<file path="src/rtl/iss_pkg.sv">
// Shared issue-stage types: datapath widths, ALU opcodes, queue entry layout
// and the CDB wakeup rule shared by stored and dispatching entries.
package iss_pkg;

    localparam int TAG_W  = 6;
    localparam int ROB_W  = 5;
    localparam int DATA_W = 32;
    localparam int OPC_W  = 3;

    typedef enum logic [OPC_W-1:0] {
        ALU_ADD,
        ALU_SUB,
        ALU_AND,
        ALU_OR,
        ALU_XOR,
        ALU_SLT,
        ALU_SLL,
        ALU_SRL
    } alu_op_e;

    typedef struct packed {
        logic              valid;
        alu_op_e           opcode;
        logic [TAG_W-1:0]  rs_tag;
        logic              rs_rdy;
        logic [DATA_W-1:0] rs_data;
        logic [TAG_W-1:0]  rt_tag;
        logic              rt_rdy;
        logic [DATA_W-1:0] rt_data;
        logic [TAG_W-1:0]  rd_tag;
        logic [ROB_W-1:0]  rob_tag;
    } iq_entry_t;

    typedef struct packed {
        alu_op_e           opcode;
        logic [DATA_W-1:0] rs_data;
        logic [DATA_W-1:0] rt_data;
        logic [TAG_W-1:0]  rd_tag;
        logic [ROB_W-1:0]  rob_tag;
    } iss_payload_t;

    // A waiting operand whose tag matches the broadcast captures its data.
    function automatic iq_entry_t wake_entry(input iq_entry_t         e,
                                             input logic              cdb_valid,
                                             input logic [TAG_W-1:0]  cdb_tag,
                                             input logic [DATA_W-1:0] cdb_data);
        iq_entry_t w;
        w = e;
        if (e.valid && cdb_valid) begin
            if (!e.rs_rdy && e.rs_tag == cdb_tag) begin
                w.rs_rdy  = 1'b1;
                w.rs_data = cdb_data;
            end
            if (!e.rt_rdy && e.rt_tag == cdb_tag) begin
                w.rt_rdy  = 1'b1;
                w.rt_data = cdb_data;
            end
        end
        return w;
    endfunction

    function automatic logic entry_ready(input iq_entry_t e);
        return e.valid && e.rs_rdy && e.rt_rdy;
    endfunction

    function automatic iss_payload_t entry_payload(input iq_entry_t e);
        iss_payload_t p;
        p.opcode  = e.opcode;
        p.rs_data = e.rs_data;
        p.rt_data = e.rt_data;
        p.rd_tag  = e.rd_tag;
        p.rob_tag = e.rob_tag;
        return p;
    endfunction

endpackage

</file>
<file path="src/rtl/iq_entry.sv">
// One issue-queue slot: entry register plus its CDB tag compare.
// IQ_CDB_BYPASS_EN: readiness and payload seen by select include this cycle's CDB match.
module iq_entry
    import iss_pkg::*;
(
    input  logic              clk,
    input  logic              reset,
    input  logic              clear,
    input  iq_entry_t         d,
    input  logic              cdb_valid,
    input  logic [TAG_W-1:0]  cdb_tag,
    input  logic [DATA_W-1:0] cdb_data,
    output iq_entry_t         q_woken,
    output logic              sel_rdy,
    output iss_payload_t      sel_payload
);

    iq_entry_t q;

    // NOTE: non-blocking assignments keep every slot sampling pre-edge neighbours during a shift.
    always_ff @(posedge clk) begin
        q <= d;
        // NOTE: only valid is cleared; payload fields are meaningless while valid is low.
        if (reset || clear) begin
            q.valid <= 1'b0;
        end
    end

    assign q_woken = wake_entry(q, cdb_valid, cdb_tag, cdb_data);

`ifdef IQ_CDB_BYPASS_EN
    assign sel_rdy     = entry_ready(q_woken);
    assign sel_payload = entry_payload(q_woken);
`else
    assign sel_rdy     = entry_ready(q);
    assign sel_payload = entry_payload(q);
`endif

endmodule

</file>
<file path="src/rtl/int_issue_queue.sv">
// Integer reservation-station queue: compacting shift queue, oldest-ready select, CDB wakeup.
// IQ_CDB_BYPASS_EN (optional macro): zero-cycle CDB wakeup-to-issue forwarding.
module int_issue_queue
    import iss_pkg::*;
#(
    parameter int DEPTH = 4
)
(
    input  logic              clk,
    input  logic              reset,
    input  logic              Dis_IntEn,
    input  logic [OPC_W-1:0]  Dis_Opcode,
    input  logic [TAG_W-1:0]  Dis_RsTag,
    input  logic              Dis_RsRdy,
    input  logic [DATA_W-1:0] Dis_RsData,
    input  logic [TAG_W-1:0]  Dis_RtTag,
    input  logic              Dis_RtRdy,
    input  logic [DATA_W-1:0] Dis_RtData,
    input  logic [TAG_W-1:0]  Dis_RdTag,
    input  logic [ROB_W-1:0]  Dis_RobTag,
    input  logic              Cdb_Valid,
    input  logic [TAG_W-1:0]  Cdb_Tag,
    input  logic [DATA_W-1:0] Cdb_Data,
    input  logic              Cdb_Flush,
    input  logic              Iss_Int,
    output logic              IntQ_Full,
    output logic              IssInt_Rdy,
    output logic [OPC_W-1:0]  IssInt_Opcode,
    output logic [DATA_W-1:0] IssInt_RsData,
    output logic [DATA_W-1:0] IssInt_RtData,
    output logic [TAG_W-1:0]  IssInt_RdTag,
    output logic [ROB_W-1:0]  IssInt_RobTag
);

    localparam int CNT_W = $clog2(DEPTH + 1);
    localparam int IDX_W = $clog2(DEPTH);

    iq_entry_t        woken    [DEPTH];
    iq_entry_t        shift_in [DEPTH];
    iq_entry_t        nxt      [DEPTH];
    iss_payload_t     slot_pl  [DEPTH];
    logic [DEPTH-1:0] slot_rdy;

    iq_entry_t    dis_entry;
    iq_entry_t    dis_woken;
    iss_payload_t sel_pl;
    logic         sel_found;
    logic [IDX_W-1:0] sel_idx;
    logic [IDX_W-1:0] wr_idx;
    logic [CNT_W-1:0] count;
    logic [CNT_W-1:0] count_nxt;
    logic         full_q;
    logic         iss_fire;
    logic         dis_fire;

    for (genvar g = 0; g < DEPTH; g++) begin : g_slot
        iq_entry u_entry (
            .clk         (clk),
            .reset       (reset),
            .clear       (Cdb_Flush),
            .d           (nxt[g]),
            .cdb_valid   (Cdb_Valid),
            .cdb_tag     (Cdb_Tag),
            .cdb_data    (Cdb_Data),
            .q_woken     (woken[g]),
            .sel_rdy     (slot_rdy[g]),
            .sel_payload (slot_pl[g])
        );
        if (g < DEPTH - 1) begin : g_up
            assign shift_in[g] = woken[g+1];
        end else begin : g_top
            assign shift_in[g] = '0;
        end
    end

    always_comb begin
        dis_entry         = '0;
        dis_entry.valid   = Dis_IntEn;
        dis_entry.opcode  = alu_op_e'(Dis_Opcode);
        dis_entry.rs_tag  = Dis_RsTag;
        dis_entry.rs_rdy  = Dis_RsRdy;
        dis_entry.rs_data = Dis_RsData;
        dis_entry.rt_tag  = Dis_RtTag;
        dis_entry.rt_rdy  = Dis_RtRdy;
        dis_entry.rt_data = Dis_RtData;
        dis_entry.rd_tag  = Dis_RdTag;
        dis_entry.rob_tag = Dis_RobTag;
    end

    // Dispatching operands see the same broadcast, so no wakeup slips past.
    assign dis_woken = wake_entry(dis_entry, Cdb_Valid, Cdb_Tag, Cdb_Data);

    // Descending scan: the lowest ready index is the last one written.
    always_comb begin
        sel_found = 1'b0;
        sel_idx   = '0;
        sel_pl    = '0;
        for (int i = DEPTH - 1; i >= 0; i--) begin
            if (slot_rdy[i]) begin
                sel_found = 1'b1;
                sel_idx   = IDX_W'(i);
                sel_pl    = slot_pl[i];
            end
        end
    end

    assign IssInt_Rdy    = sel_found;
    assign IssInt_Opcode = sel_pl.opcode;
    assign IssInt_RsData = sel_pl.rs_data;
    assign IssInt_RtData = sel_pl.rt_data;
    assign IssInt_RdTag  = sel_pl.rd_tag;
    assign IssInt_RobTag = sel_pl.rob_tag;
    assign IntQ_Full     = full_q;

    // A full queue still accepts a dispatch when an issue frees a slot this cycle.
    assign iss_fire = Iss_Int && sel_found;
    assign dis_fire = Dis_IntEn && (!full_q || iss_fire);
    assign wr_idx   = iss_fire ? IDX_W'(count - CNT_W'(1)) : IDX_W'(count);

    always_comb begin
        for (int i = 0; i < DEPTH; i++) begin
            nxt[i] = woken[i];
            if (iss_fire && IDX_W'(i) >= sel_idx) begin
                nxt[i] = shift_in[i];
            end
            if (dis_fire && wr_idx == IDX_W'(i)) begin
                nxt[i] = dis_woken;
            end
        end
    end

    always_comb begin
        count_nxt = count;
        if (Cdb_Flush) begin
            count_nxt = '0;
        end else begin
            case ({dis_fire, iss_fire})
                2'b10:   count_nxt = count + CNT_W'(1);
                2'b01:   count_nxt = count - CNT_W'(1);
                default: count_nxt = count;
            endcase
        end
    end

    always_ff @(posedge clk) begin
        if (reset) begin
            count  <= '0;
            full_q <= 1'b0;
        end else begin
            count  <= count_nxt;
            full_q <= (count_nxt == CNT_W'(DEPTH));
        end
    end

    a_no_dispatch_when_full : assert property (
        @(posedge clk) disable iff (reset) !(Dis_IntEn && full_q && !iss_fire)
    );

endmodule
</file>
<file path="config.mk">
export PLATFORM = sky130hd
export DESIGN_NAME = int_issue_queue
export DESIGN_NICKNAME = d
export VERILOG_FILES = /design/src/rtl/iss_pkg.sv /design/src/rtl/iq_entry.sv /design/src/rtl/int_issue_queue.sv
export SDC_FILE = /design/constraint.sdc
export NUM_CORES = 1
export LEC_CHECK = 0
export BUFFER_PORTS_ARGS = -buffer_cell sky130_fd_sc_hd__buf_2
export CAP_MARGIN = 20
export CORE_ASPECT_RATIO = 1.5
export CORE_MARGIN = 1
export CORE_UTILIZATION = 42
export DETAILED_ROUTE_END_ITERATION = 10
export GPL_TIMING_DRIVEN = 0
export SYNTH_ARGS = -nofsm -noshare
export SYNTH_HDL_FRONTEND = slang
export SYNTH_SLANG_ARGS = --single-unit
</file>
<file path="constraint.sdc">
create_clock -name clk -period 4.6 [get_ports clk]
set_input_delay 0.92 -clock clk [delete_from_list [all_inputs] [get_ports clk]]
set_output_delay 0.92 -clock clk [all_outputs]
set_load 0.02 [all_outputs]
</file>
==> results of run 1 <==
## registers in the layout, indices dropped and copies added, names as in the netlist
name	cells
g_slot.u_entry.sel_payload	256
g_slot.u_entry.q_woken	108
g_slot.u_entry.q	8
count	3
IntQ_Full	1
## what timing repair did
| action | 4_1_cts | 5_1_grt |
|---|---|---|
| endpoints found under the setup margin | 39 | 36 |
| gates resized for setup | 2 | 6 |
| buffers inserted | 0 | 0 |
| cloned | 0 | 0 |
## cell families after synthesis
family,Yosys count,synth area share (%)
compound gates,542,18.2
buf+inv,246,5.05
xor+xnor,53,2.23
simple gates,597,14.0
fa+ha+maj,4,0.241
mux,328,15.9
flops,376,44.4
## final timing paths
check	startpoint	endpoint	slack (ns)	depth (start not counted)
setup reg to reg	g_slot[0].u_entry.q[43]	g_slot[0].u_entry.q_woken[90]	0.81	9
setup / recovery	g_slot[2].u_entry.q[43]	IssInt_RtData[26]	0.04	9
hold reg to reg	count[2]	count[2]	0.50	1
hold / removal	count[2]	count[2]	0.50	1
## power by group
group	leakage [nW]	internal (mW)	switching (mW)
registers	3.35	4.29	0.548
logic	5.90	0.926	0.946
clock network	0.649	1.93	1.41
## placed cells by master (no fill, tap or decap), types with 7 or more instances in the layout
cell type  count
buf_4         11
clkbuf_1     161
clkbuf_2       7
nand3b_1      32
nand2_1      258
buf_2        228
nor3_1         8
and2_1        29
a221o_1       77
edfxtp_1     170
o221ai_1     128
and3_1         7
xnor2_1       31
or3_1         66
o21ai_0      157
clkbuf_16     45
a21oi_1       47
xor2_1        22
inv_1         14
dfxtp_1      206
buf_1         13
or2_2         33
nor4_1        10
nor2_1        51
clkinv_2       7
o22ai_1       97
nor2b_1        9
nand3_1       78
mux2i_1      321
## cell type report
cell class / instances / area share, %
Timing Repair Buffer: 189 / 4.50
Multi-Input combinational cell: 1524 / 43.9
Buffer: 230 / 4.15
Clock buffer: 60 / 5.04
Inverter: 15 / 0.234
Antenna cell: 1 / 0.0104
Tap cell: 656 / 3.41
Clock inverter: 11 / 0.427
Sequential cell: 376 / 38.4
## layer usage
layer,vias up,share of wire [%],global-route usage [%]
li1,8577,-,-
met1,9325,37,35.7
met2,950,48,52.9
met3,255,7.1,5.00
met4,2,7.1,21.1
met5,-,0.010,0
## metrics by stage
step                      cell area [um^2]  power [mW]  util [%]
after CTS                            24000        10.0      49.2
after floorplan                      20800        6.09         -
after global routing                 24000        10.4      49.3
after global placement               22500        6.58      46.1
after detailed placement             22700        6.71      46.6
final                                24100        10.1      49.3
==> impl_metrics.toml, run 1 <==
[die]
core.rowCount = 99
die_x_um = 184
die-height_um = 275
core-area_mm2 = 0.0488
initial_utilization_pct = 42.6
dieArea_mm2 = 0.0504
pin_count = 216

[run]
drv_cap = 0

[synth]
synth-main-ff-cell = "dfxtp_1"
yosysWarnings = 0
synthesis.nets = 2286
synth-edff-count = 170
netlist_area_mm2 = 0.0208
synth_seq_cells = 376
yosys.cell_types.count = 55
synthCells = 2146
ys_async_sr_fraction_pct = 0
yosysTopAreaCellShare_pct = 24.5
yosysTopAreaCell = "edfxtp_1"
yosysMostFrequentCell = "mux2i_1"
yosys-top-cells-count = "mux2i_1, nand2_1, dfxtp_1, edfxtp_1, o21ai_0"
ys_seq_area_share_pct = 44.4
avgSynthCellArea_um2 = 9.69
synth_area_leaders = "edfxtp_1, dfxtp_1, mux2i_1"

[grt]
grt_pass1_wl_um = 118000
grt_max_degree = 27
grtUsageTotal_pct = 31.0
overflow = 0
grt_pass1_vias = 19300
antenna_found_initial = 2

[sta]
finalHoldViolations = 0
tightestPinTransition_ns = 1.07
worst_slack_ns = 0.0430
slew_headroom_pct = 26.7
finalCritPeriodShare_pct = 99.1
slew_violations = 0
tns_ns = 0
rsz0062_at_grt = "true"
setup_violations = 0
fmax_ghz = 0.219
finalCriticalPeriod_ns = 4.56
holdWs_ns = 0.496
skew_ns = 0.0175

[power]
power.density_mw_per_mm2 = 418
p_leak_nw = 9.90
peakVddDrop_uv = 300

[critical_path]
arrival_ns = 3.64
cp.required_ns = 3.68
cp_max_fo = 10
start_kind = "flip-flop"
crit_type = "reg2out"
critical_path_buf_inv_count = 4
crit_family = "buffers and inverters"
crit_slowest_cell = "clkbuf_1"
path_cells = "and3_1 -> buf_2 -> nor2b_1 -> clkbuf_1 -> clkbuf_1 -> a221o_1 -> o21ai_0 -> o21ai_0 -> buf_2"
slowest_delay_ns = 0.55
end_kind = "output pin"

[placed_design]
dp.cells = 2990
hpwl_um = 57500
post-place-ws_ns = 0.332
portBuffers = 181
place_congestion = 0.954

[cells_and_area]
drive_above_1_share_pct = 15.1
fin_nets = 2515
regArea_mm2 = 0.00923
layout.cells.non_filler = 3062
area_growth_pct = 15.7
multi_input_area_mm2 = 0.0105
fillers = 4665

[clock_network]
cts-root-buf = "clkbuf_16"
htree_levels = 2
cts_tree = "built"
clk_path_buf_depth = 3
clk_pin_slew_worst_paths_ns = 0.06
cts_buffers = 39
cts_sinks = 376
clk_latency_ns = 0.56
cts_hold_buf = 0

[drt]
ant_nets = 0
vias = 19100
wl_um = 79700
routed_via_density = 6.24
initialDrtViolationCount = 2090
post_drt_wl_per_cell_um = 26.0
drt_pass1_iterations = 6
drc = 0

[hold_path]
hp-class = "reg2reg"

[run_status]
status = "finished clean"
Note: power is estimated with default switching activity, not from simulation.
==> inputs of run 2 (changes only) <==
--- a/config.mk
+++ b/config.mk
@@ -7,11 +7,14 @@
 export LEC_CHECK = 0
 export BUFFER_PORTS_ARGS = -buffer_cell sky130_fd_sc_hd__buf_2
 export CAP_MARGIN = 20
+export CELL_PAD_IN_SITES_DETAIL_PLACEMENT = 0
+export CELL_PAD_IN_SITES_GLOBAL_PLACEMENT = 1
 export CORE_ASPECT_RATIO = 1.5
 export CORE_MARGIN = 1
 export CORE_UTILIZATION = 42
 export DETAILED_ROUTE_END_ITERATION = 10
 export GPL_TIMING_DRIVEN = 0
+export PLACE_DENSITY_LB_ADDON = 0.1
 export SYNTH_ARGS = -nofsm -noshare
 export SYNTH_HDL_FRONTEND = slang
 export SYNTH_SLANG_ARGS = --single-unit
==> constraint.sdc (replaced) <==
create_clock -name clk -period 5.3 [get_ports clk]
set_input_delay 1.06 -clock clk [delete_from_list [all_inputs] [get_ports clk]]
set_output_delay 1.06 -clock clk [all_outputs]
set_load 0.02 [all_outputs]
==> run 2 against run 1 <==
- utilization is 0.062 points lower
- first-iteration DRC count is 12% lower
- count of clock-buffer cells in the layout is 7 higher
- sequential power is 13% lower
- worst setup slack better by 0.073 ns
- wire length is 4.4% higher
- sequential share of layout area hardly changed
- hold slack worse by 0.021 ns
- clock skew is 0.011 ns higher
- sequential cell count stayed put
- critical path depth is 1 lower
- clock power is 14% lower
==> impl_metrics.toml, run 2 (synthesis results as in run 1) <==
[sta]
holdWs_ns = 0.475
setup_violations = 0
skew_ns = 0.0289
finalCritPeriodShare_pct = 97.8
finalCriticalPeriod_ns = 5.18
slew_violations = 0
tightestPinTransition_ns = 1.11
fmax_ghz = 0.193
rsz0062_at_grt = "false"
finalHoldViolations = 0
slew_headroom_pct = 26.0

[critical_path]
start_kind = "flip-flop"
worst_r2r_path_depth = 9
cp_max_fo = 10
crit_type = "reg2out"
cp.required_ns = 4.24
rrSetupSlack_ns = 1.32
end_kind = "output pin"
arrival_ns = 4.12

[drt]
drc = 0
met3WireLength_um = 5250
wl_met2_um = 42100
routed_via_density = 6.25
drt_pass1_iterations = 6
initialDrtViolationCount = 1831
vias = 19200
ant_nets = 0
wl_met1_um = 31400
wl_um = 83200
post_drt_wl_per_cell_um = 27.1
top_layer = "met5"

[grt]
grt_max_degree = 29
grtUsageTotal_pct = 32.5
grt_pass1_wl_um = 123000
grt_pass1_vias = 19400
overflow = 0
antenna_found_initial = 3

[clock_network]
cts_resized = 0
cts_hold_buf = 0
clk_latency_ns = 0.57
cts-root-buf = "clkbuf_16"
cts_tree = "built"
cts_sinks = 376
clk_pin_slew_worst_paths_ns = 0.07
cts_buffers = 41
postCtsSetupRepairBufs = 0
clk_path_buf_depth = 3
htree_levels = 2

[placed_design]
place_congestion = 0.909
portBuffers = 181
dp.cells = 2991
hpwl_um = 58900

[die]
pin_count = 216
die-height_um = 275
initial_utilization_pct = 42.6
dieArea_mm2 = 0.0504
core-area_mm2 = 0.0488
die_x_um = 184
core.rowCount = 99

[power]
peakVddDrop_uv = 232
power.share.sequential_pct = 48.2
power_frac_comb_pct = 18.7
switchingPower_mw = 2.55
power.share.clock_pct = 33.2
p_int_mw = 6.15
swShare_pct = 29.3
power.density_mw_per_mm2 = 362
p_leak_nw = 9.86
p_total_mw = 8.70

[run_status]
status = "finished clean"

[cells_and_area]
fin_nets = 2518
layout_common_cells = "mux2i_1, nand2_1, buf_2"
layout.cells.non_filler = 3067
final_core_util_pct = 49.2
largest_reg_flops = 256
final_common_cell = "mux2i_1"
fillers = 4749
antennaDiodeCount = 0
drive_above_1_share_pct = 14.8
area_growth_pct = 15.5

[run]
drv_cap = 0

[hold_path]
min_path_cells = 1
hp-class = "reg2reg"
run 2: power by group through the flow:
stage | Combinational, mW | Clock, mW | Sequential, mW
final | 1.62 | 2.89 | 4.19
after detailed placement | 1.59 | 0 | 4.23
after global routing | 1.77 | 3.01 | 4.26
after global placement | 1.51 | 0 | 4.20
after CTS | 1.60 | 2.91 | 4.17
after floorplan | 1.20 | 0 | 4.09
run 2: area by class of cell:
type	count	area, um^2	share of cell area [%]
Timing Repair Buffer	189	1070	4.44
Buffer	231	995	4.14
Clock inverter	9	48.8	0.203
Sequential cell	376	9230	38.4
Tap cell	656	821	3.42
Clock buffer	67	1260	5.23
Inverter	15	56.3	0.234
Multi-Input combinational cell	1524	10500	43.9
run 2: final timing paths:
kind                            from                      endpoint
max          g_slot[0].u_entry.q[43]              IssInt_RsData[2]
min                         count[2]                      count[2]
max reg2reg  g_slot[0].u_entry.q[43]  g_slot[0].u_entry.q_woken[8]
min reg2reg                 count[2]                      count[2]
run 2: routing by layer:
metal | track usage (%) | up-vias
met2 | 57.7 | 944
met3 | 4.24 | 217
met4 | 16.9 | 6
li1 | - | 8589
met5 | 0 | -
met1 | 38.2 | 9418
run 2: per-stage QoR:
stage / setup WS (ns) / instance area [um^2] / TNS, ns
floorplan: 0.693 / 20800 / 0
global placement: -2.19 / 22500 / -141.17
detailed placement: 0.828 / 22700 / 0
CTS: 0.210 / 24000 / 0
global route: 0.00102 / 24000 / 0
finish: 0.116 / 24000 / 0
run 2: critical path, cell delays in order, from the launching register on:
cell and delay [ns]:
edfxtp_1 0.41, and3_1 0.17, clkbuf_1 0.36, clkbuf_1 0.73, clkbuf_1 0.57, clkbuf_1 0.61, nand2_1 0.10, o21ai_0 0.29
buf_2 0.29
